<file path="config.mk">
export PLATFORM = sky130hd
export DESIGN_NAME = rv32i_core_sequencer
export DESIGN_NICKNAME = d
export VERILOG_FILES = /design/src/rtl/rv32i_core_sequencer_pkg.sv /design/src/rtl/rv32i_core_sequencer_bus_timeout_counter.sv /design/src/rtl/rv32i_core_sequencer.sv
export SDC_FILE = /design/constraint.sdc
export NUM_CORES = 1
export LEC_CHECK = 0
export ABC_CLOCK_PERIOD_IN_PS = 3700
export CAP_MARGIN = 0
export CORE_AREA = 2 2 148 150
export DETAILED_ROUTE_END_ITERATION = 8
export DIE_AREA = 0 0 150 152
export PLACE_DENSITY = 0.67
export SLEW_MARGIN = 20
export SYNTH_ARGS = -nofsm -noshare
export SYNTH_HDL_FRONTEND = slang
export SYNTH_SLANG_ARGS = --single-unit
</file>
<file path="constraint.sdc">
create_clock -name clk -period 3.7 [get_ports clk]
set_input_delay 0.555 -clock clk [delete_from_list [all_inputs] [get_ports clk]]
set_output_delay 0.555 -clock clk [all_outputs]
set_load 0.01 [all_outputs]
</file>
<file path="src/rtl/rv32i_core_sequencer_pkg.sv">
// -----------------------------------------------------------------------------
// rv32i_core_sequencer_pkg
// Shared constants for the multi-cycle rv32i control sequencer: FSM state
// encodings, trap cause codes, the reset-time NOP and the width helper for the
// bus-timeout counter.
// Optional build macro used by the sequencer: CPU_PERF_COUNTERS_EN.
// -----------------------------------------------------------------------------
package rv32i_core_sequencer_pkg;

    // Encodings are externally visible on the state port and must not change.
    typedef enum logic [2:0] {
        StIdle      = 3'd0,
        StFetch     = 3'd1,
        StDecode    = 3'd2,
        StExecute   = 3'd3,
        StMemory    = 3'd4,
        StWriteback = 3'd5,
        StTrap      = 3'd6
    } seq_state_e;

    typedef enum logic [1:0] {
        CauseMisalignedFetch = 2'd0,
        CauseReserved        = 2'd1,
        CauseIllegal         = 2'd2,
        CauseBusTimeout      = 2'd3
    } trap_cause_e;

    // addi x0, x0, 0
    localparam logic [31:0] NopInstruction = 32'h0000_0013;

    // Wait-counter width: clog2(limit + 1), never narrower than one bit.
    function automatic int unsigned timeout_cnt_width(input int unsigned limit);
        int unsigned w;
        w = $clog2(limit + 1);
        return (w < 1) ? 1 : w;
    endfunction

endpackage

</file>
<file path="src/rtl/rv32i_core_sequencer_bus_timeout_counter.sv">
// -----------------------------------------------------------------------------
// rv32i_core_sequencer_bus_timeout_counter
// Counts consecutive request cycles that see no ready and flags when the
// current cycle would be the TIMEOUT_CYCLES-th such cycle. TIMEOUT_CYCLES = 0
// disables the timeout (expired is tied low).
//
// Ports:
//   clk      in   clock, rising edge
//   reset    in   asynchronous active-low reset
//   clear    in   zero the counter (sequencer state is changing)
//   count_en in   request outstanding and ready low this cycle
//   expired  out  this cycle is the last permitted waiting cycle
// -----------------------------------------------------------------------------
module rv32i_core_sequencer_bus_timeout_counter
    import rv32i_core_sequencer_pkg::*;
#(
    parameter int unsigned TIMEOUT_CYCLES = 255
) (
    input  logic clk,
    input  logic reset,
    input  logic clear,
    input  logic count_en,
    output logic expired
);

    localparam int unsigned CntW = timeout_cnt_width(TIMEOUT_CYCLES);

    logic [CntW-1:0] cnt_q;
    logic [CntW-1:0] cnt_d;

    // cnt_q holds the number of earlier waiting cycles in this state, so the
    // current waiting cycle is number cnt_q + 1.
    always_comb begin
        cnt_d = cnt_q;
        if (clear) begin
            cnt_d = '0;
        end else if (count_en && (cnt_q != {CntW{1'b1}})) begin
            cnt_d = cnt_q + CntW'(1);
        end
    end

    always_ff @(posedge clk or negedge reset) begin
        if (!reset) begin
            cnt_q <= '0;
        end else begin
            cnt_q <= cnt_d;
        end
    end

    generate
        if (TIMEOUT_CYCLES == 0) begin : g_no_timeout
            assign expired = 1'b0;
        end else begin : g_timeout
            localparam logic [CntW-1:0] LastWait = CntW'(TIMEOUT_CYCLES - 1);
            // count_en already excludes ready, so a ready on the limit cycle wins.
            assign expired = count_en && (cnt_q == LastWait);
        end
    endgenerate

endmodule

</file>
<file path="src/rtl/rv32i_core_sequencer.sv">
// -----------------------------------------------------------------------------
// rv32i_core_sequencer
// Multi-cycle FETCH/DECODE/EXECUTE/MEMORY/WRITEBACK controller for the rv32i
// core. Owns the PC and instruction registers, drives req/ready handshakes to
// instruction and data memory, retires instructions and traps on misaligned
// fetch, illegal instruction or bus timeout. TRAP is left only by reset.
//
// Optional build macro: CPU_PERF_COUNTERS_EN adds the cycle_count output.
//
// Ports:
//   clk, reset          clock (rising edge), asynchronous active-low reset
//   run                 enable, sampled in IDLE and WRITEBACK
//   imem_*              instruction fetch handshake (word address from pc)
//   dmem_*              data access handshake (word address from alu_result)
//   instruction, pc     registered current instruction / PC
//   pc_next, alu_result, store_data, mem_write_mask,
//   is_load, is_store, rd_write, illegal
//                       decoded control and datapath values
//   load_data           registered load data
//   rd_we               register-file write strobe (WRITEBACK only)
//   state               current FSM state
//   trap, trap_cause    trap flag and cause
//   cycle_count         active-cycle counter (CPU_PERF_COUNTERS_EN only)
//   instret             retired-instruction count
// -----------------------------------------------------------------------------
module rv32i_core_sequencer
    import rv32i_core_sequencer_pkg::*;
#(
    parameter int unsigned IMEM_WIDTH     = 16,
    parameter int unsigned DMEM_WIDTH     = 16,
    parameter logic [31:0] RESET_PC       = 32'h0000_0000,
    parameter int unsigned TIMEOUT_CYCLES = 255
) (
    input  logic                  clk,
    input  logic                  reset,
    input  logic                  run,
    output logic                  imem_req,
    output logic [IMEM_WIDTH-1:0] imem_addr,
    input  logic                  imem_ready,
    input  logic [31:0]           imem_rdata,
    output logic                  dmem_req,
    output logic [DMEM_WIDTH-1:0] dmem_addr,
    output logic [3:0]            dmem_we,
    output logic [31:0]           dmem_wdata,
    input  logic                  dmem_ready,
    input  logic [31:0]           dmem_rdata,
    output logic [31:0]           instruction,
    output logic [31:0]           pc,
    input  logic [31:0]           pc_next,
    input  logic [31:0]           alu_result,
    input  logic [31:0]           store_data,
    input  logic [3:0]            mem_write_mask,
    input  logic                  is_load,
    input  logic                  is_store,
    input  logic                  rd_write,
    input  logic                  illegal,
    output logic [31:0]           load_data,
    output logic                  rd_we,
    output logic [2:0]            state,
    output logic                  trap,
    output logic [1:0]            trap_cause,
`ifdef CPU_PERF_COUNTERS_EN
    output logic [63:0]           cycle_count,
`endif
    output logic [31:0]           instret
);

    seq_state_e  state_q, state_d;
    logic [31:0] pc_q, pc_d;
    logic [31:0] instr_q, instr_d;
    logic [31:0] load_data_q, load_data_d;
    logic [31:0] instret_q, instret_d;
    trap_cause_e cause_q, cause_d;

    logic fetch_aligned;
    logic wait_count_en;
    logic wait_clear;
    logic wait_expired;

    assign fetch_aligned = (pc_q[1:0] == 2'b00);

    // A waiting cycle is one with the request up and its ready low.
    assign wait_count_en = ((state_q == StFetch) && fetch_aligned && !imem_ready) ||
                           ((state_q == StMemory) && !dmem_ready);
    assign wait_clear    = (state_d != state_q);

    rv32i_core_sequencer_bus_timeout_counter #(
        .TIMEOUT_CYCLES (TIMEOUT_CYCLES)
    ) u_bus_timeout_counter (
        .clk      (clk),
        .reset    (reset),
        .clear    (wait_clear),
        .count_en (wait_count_en),
        .expired  (wait_expired)
    );

    always_comb begin
        state_d     = state_q;
        pc_d        = pc_q;
        instr_d     = instr_q;
        load_data_d = load_data_q;
        instret_d   = instret_q;
        cause_d     = cause_q;

        unique case (state_q)
            StIdle: begin
                if (run) begin
                    state_d = StFetch;
                end
            end
            StFetch: begin
                if (!fetch_aligned) begin
                    state_d = StTrap;
                    cause_d = CauseMisalignedFetch;
                end else if (imem_ready) begin
                    instr_d = imem_rdata;
                    state_d = StDecode;
                end else if (wait_expired) begin
                    state_d = StTrap;
                    cause_d = CauseBusTimeout;
                end
            end
            StDecode: begin
                if (illegal) begin
                    state_d = StTrap;
                    cause_d = CauseIllegal;
                end else begin
                    state_d = StExecute;
                end
            end
            StExecute: begin
                state_d = (is_load || is_store) ? StMemory : StWriteback;
            end
            StMemory: begin
                if (dmem_ready) begin
                    if (is_load) begin
                        load_data_d = dmem_rdata;
                    end
                    state_d = StWriteback;
                end else if (wait_expired) begin
                    state_d = StTrap;
                    cause_d = CauseBusTimeout;
                end
            end
            StWriteback: begin
                pc_d      = pc_next;
                instret_d = instret_q + 32'd1;
                state_d   = run ? StFetch : StIdle;
            end
            StTrap: begin
                // Frozen until reset.
            end
            default: begin
                state_d = StIdle;
            end
        endcase
    end

    always_ff @(posedge clk or negedge reset) begin
        if (!reset) begin
            state_q     <= StIdle;
            pc_q        <= RESET_PC;
            instr_q     <= NopInstruction;
            load_data_q <= 32'd0;
            instret_q   <= 32'd0;
            cause_q     <= CauseMisalignedFetch;
        end else begin
            state_q     <= state_d;
            pc_q        <= pc_d;
            instr_q     <= instr_d;
            load_data_q <= load_data_d;
            instret_q   <= instret_d;
            cause_q     <= cause_d;
        end
    end

`ifdef CPU_PERF_COUNTERS_EN
    logic [63:0] cycle_count_q;

    always_ff @(posedge clk or negedge reset) begin
        if (!reset) begin
            cycle_count_q <= 64'd0;
        end else if ((state_q != StIdle) && (state_q != StTrap)) begin
            cycle_count_q <= cycle_count_q + 64'd1;
        end
    end

    assign cycle_count = cycle_count_q;
`endif

    // Outputs depend on registered state only; ready inputs never reach them.
    assign imem_req    = (state_q == StFetch) && fetch_aligned;
    assign imem_addr   = pc_q[IMEM_WIDTH+1:2];
    assign dmem_req    = (state_q == StMemory);
    assign dmem_addr   = alu_result[DMEM_WIDTH+1:2];
    assign dmem_we     = ((state_q == StMemory) && is_store) ? mem_write_mask : 4'b0000;
    assign dmem_wdata  = store_data;
    assign rd_we       = (state_q == StWriteback) && rd_write;
    assign instruction = instr_q;
    assign pc          = pc_q;
    assign load_data   = load_data_q;
    assign state       = state_q;
    assign trap        = (state_q == StTrap);
    assign trap_cause  = cause_q;
    assign instret     = instret_q;

    // Byte-offset and high address bits are not part of the word address.
    logic unused_alu_bits;
    assign unused_alu_bits = ^{alu_result[1:0], alu_result[31:DMEM_WIDTH+2]};

endmodule

</file>
==> key figures <==
Status
  • Outcome: finished clean

Clock network
  • Root buf cell: clkbuf_16
  • Number of buffers created by CTS: 17
  • Hold buffer count at cts: 0
  • Skew-Pair Late Insertion Delay: around 0.4 ns
  • Post-CTS Resized: 0
  • Clock buffer depth: 2
  • Post-CTS Setup Bufs: 0
  • Clock sink count: 141
  • CTS tree: done
  • Clk pin slew, worst setup/hold paths: about 0.06 ns
  • Htree depth: 4

STA
  • Final worst path period need: around 3.0 ns
  • Skew final: 0.0117 ns
  • Fin worst setup slack: ~0.66 ns
  • Crit share post-route: 0.820
  • Final Hold Violating Endpoints: 0
  • RSZ-0062 raised after global routing: false
  • Max Transition Viols Final: 0
  • Setup TNS: 0 ns
  • Hold WS: 0.0963 ns
  • F_max: 0.329 GHz
  • Worst slew margin: 0.557
  • Worst-Margin Slew: approximately 0.66 ns
  • # setup viols final: 0

Final layout
  • Area delta synth->final: 48.0%
  • Final nets: 952
  • Antenna Cells: 0
  • Fill cells: just over 2000
  • Share of cells above drive strength 1: 0.142
  • Final std cells w/o fill: ~1100

Power and ir drop
  • Leak pwr: approximately 4 nW
  • Total power: 7.02 mW
  • Maximum VDD drop: about 0.00038 V
  • Power per cell area: 746 mW/mm2

Drt
  • Met2 wire length: roughly 7.6 mm
  • Vias: roughly 4800
  • Met1 WL: between 6 and 7 mm
  • Routed met3 length: ~1.2 mm
  • DRC viols: 0
  • DR WL/cell: between 15 and 20 um
  • DR pass1 iterations: 4
  • Via density per instance: roughly 4.5
  • WL final: between 15 and 20 mm
  • Post-route ant nets: 0
  • Top sig layer: met4
  • Initial DRC Count: about 220

Yosys
  • Synthesized instance count: around 570
  • Post-Syn Area: 0.00635 mm2
  • Count of cell types in the netlist: 44
  • Avg Inst Size Synth: about 11 um2
  • #FFs+latches synth: between 100 and 150
  • Sequential cell area fraction in the yosys report: 0.556
  • Syn nets: between 700 and 800
  • Synth warnings: 0

GRT
  • GRT Util Overall: 0.142
  • Gr ovfl total: 0
  • Vias in the first global route: between 4000 and 5000
  • Largest net degree at the start of global routing: 87
  • Initial antenna violation count: 0
  • First-pass GRT wire length: ~26 mm

Setup path
  • Buffers & Inverters on Critical Path: 1
  • Critical Path Source Type: flip-flop
  • Critical path cell sequence: and3b_2, and2_1, clkdlybuf4s50_1
  • WP data required: ~3.1 ns
  • Worst Path Max Fanout: 20
  • CP endpoint kind: primary output
  • Worst path max stage delay: approximately 0.75 ns
  • Cell family with most CP delay: simple AND/OR/NAND/NOR gates
  • Slowest-stage cell, CP: dfrtp_1
  • WS Path Type: reg -> out
  • CP Data Arrival Time: approximately 2.5 ns

Floorplanning
  • Die extent in y: 152 um
  • Core ar.: between 0.02 and 0.025 mm2
  • Io pins: 378
  • Initial core utilization: 0.298
  • Row cnt: 54
  • Die X-Extent: around 150 um
  • Total die area: between 0.02 and 0.025 mm2

Hold path
  • Hold WC Path Type: in -> async

Place
  • Port Buffer Count: approximately 270
  • Final GP Congestion: roughly 0.79
  • Place WS: about 1.1 ns
  • Hpwl dp: 11.7 mm
  • Placed insts: 1037

Run
  • Max-Cap Viols: 0
## area by class of cell
class	count	area (um2)	share of cell area
clock buffers	20	447	0.0475
clock inverters	12	114	0.0121
inverters	3	11.3	0.00120
multi-input cells	343	2240	0.239
flip-flops and latches	141	3530	0.376
well taps	280	350	0.0373
repair buffers	270	2700	0.288
## power by group
group          switching, mW  internal [mW]  total (mW)
logic                   1.13           1.69        2.82
registers              0.428           2.13        2.56
clock network          0.691          0.950        1.64
## sequential cells by signal, summed over array words and instances (netlist names)
register and flops:
state 3, trap_cause 2, pc 32, u_bus_timeout_counter.cnt_q 8, load_data 32, instruction 32
instret 32
## worst register-to-register path: stages (launching register included)
cell and delay (ns):
dfrtp_1 0.75, and3b_2 0.60, nand4_1 0.34, nor2_1 0.34
nand3_1 0.14, xnor2_1 0.14
## cells in the final DEF (no fill, tap or decap), types with 4 or more instances in the layout
master	synthesis	layout
xor2_1	7	7
dfrtp_1	138	138
clkinvlp_4	0	4
and3_1	8	8
buf_4	67	4
nor3_1	11	11
nor2_1	21	21
clkbuf_16	0	17
clkdlybuf4s50_1	0	264
nand3_1	16	16
nand2b_1	6	6
o21ai_0	5	5
and4_1	6	6
nand4_1	9	9
xnor2_1	29	29
nand2_1	128	128
mux2_2	63	63
a21oi_1	4	4
## synthesized netlist by cell type (all sizes together)
cell type / n / area [um2]
a211oi: 1 / 7.51
a21oi: 4 / 20.0
a22oi: 1 / 7.51
a311oi: 1 / 8.76
a31oi: 3 / 18.8
and2: 1 / 6.26
and3: 8 / 50.1
and3b: 1 / 10.0
and4: 6 / 52.6
buf: 73 / 532
clkbuf: 9 / 35.0
dfrtp: 138 / 3450
dfstp: 3 / 78.8
ha: 3 / 37.5
inv: 3 / 11.3
mux2: 64 / 721
mux2i: 1 / 10.0
nand2: 128 / 480
nand2b: 6 / 37.5
nand3: 16 / 80.1
nand4: 10 / 68.8
nor2: 23 / 101
nor2b: 1 / 6.26
nor3: 12 / 71.3
nor4: 3 / 18.8
nor4b: 1 / 15.0
o211ai: 1 / 7.51
o21ai: 5 / 25.0
o21ba: 1 / 10.0
o221ai: 1 / 15.0
o22ai: 1 / 6.26
o31ai: 1 / 7.51
o32a: 1 / 10.0
or2: 1 / 6.26
or4: 1 / 11.3
xnor2: 29 / 254
xor2: 7 / 61.3
## cells by family (layout without fill, tap and decap cells)
group / after synthesis / after routing / synth area share
mux: 65 / 65 / 0.115
fa+ha+maj: 3 / 3 / 0.00591
simple gates: 218 / 218 / 0.160
buf+inv: 85 / 305 / 0.0910
flops: 141 / 141 / 0.556
xor+xnor: 36 / 36 / 0.0496
compound gates: 21 / 21 / 0.0226
## per-layer routing
metal | vias up | track usage
li1 | 2252 | -
met1 | 2317 | 0.179
met2 | 189 | 0.228
met3 | 29 | 0.0456
met4 | 0 | 0.0526
met5 | - | 0
## final timing paths
| kind | startpoint | to | slack, ns | depth (start not counted) |
|---|---|---|---|---|
| worst max-delay path | state[0] | rd_we | 0.66 | 3 |
| worst min-delay path | reset | load_data[27] | 0.1 | 1 |
| worst max register to register | state[0] | instret[13] | 1.29 | 5 |
| worst min register to register | instret[31] | instret[31] | 0.47 | 1 |
| max in group asynchronous | reset | instruction[0] | 2.70 | 2 |
| min in group clk | instret[31] | instret[31] | 0.47 | 1 |
## per-stage QoR
step / utilization / cell area (um2)
finish: 0.440 / 9400
global route: 0.440 / 9400
CTS: 0.440 / 9400
detailed placement: 0.414 / 8840
global placement: 0.414 / 8840
floorplan: - / 6350
(Power assumes the default switching activity.)
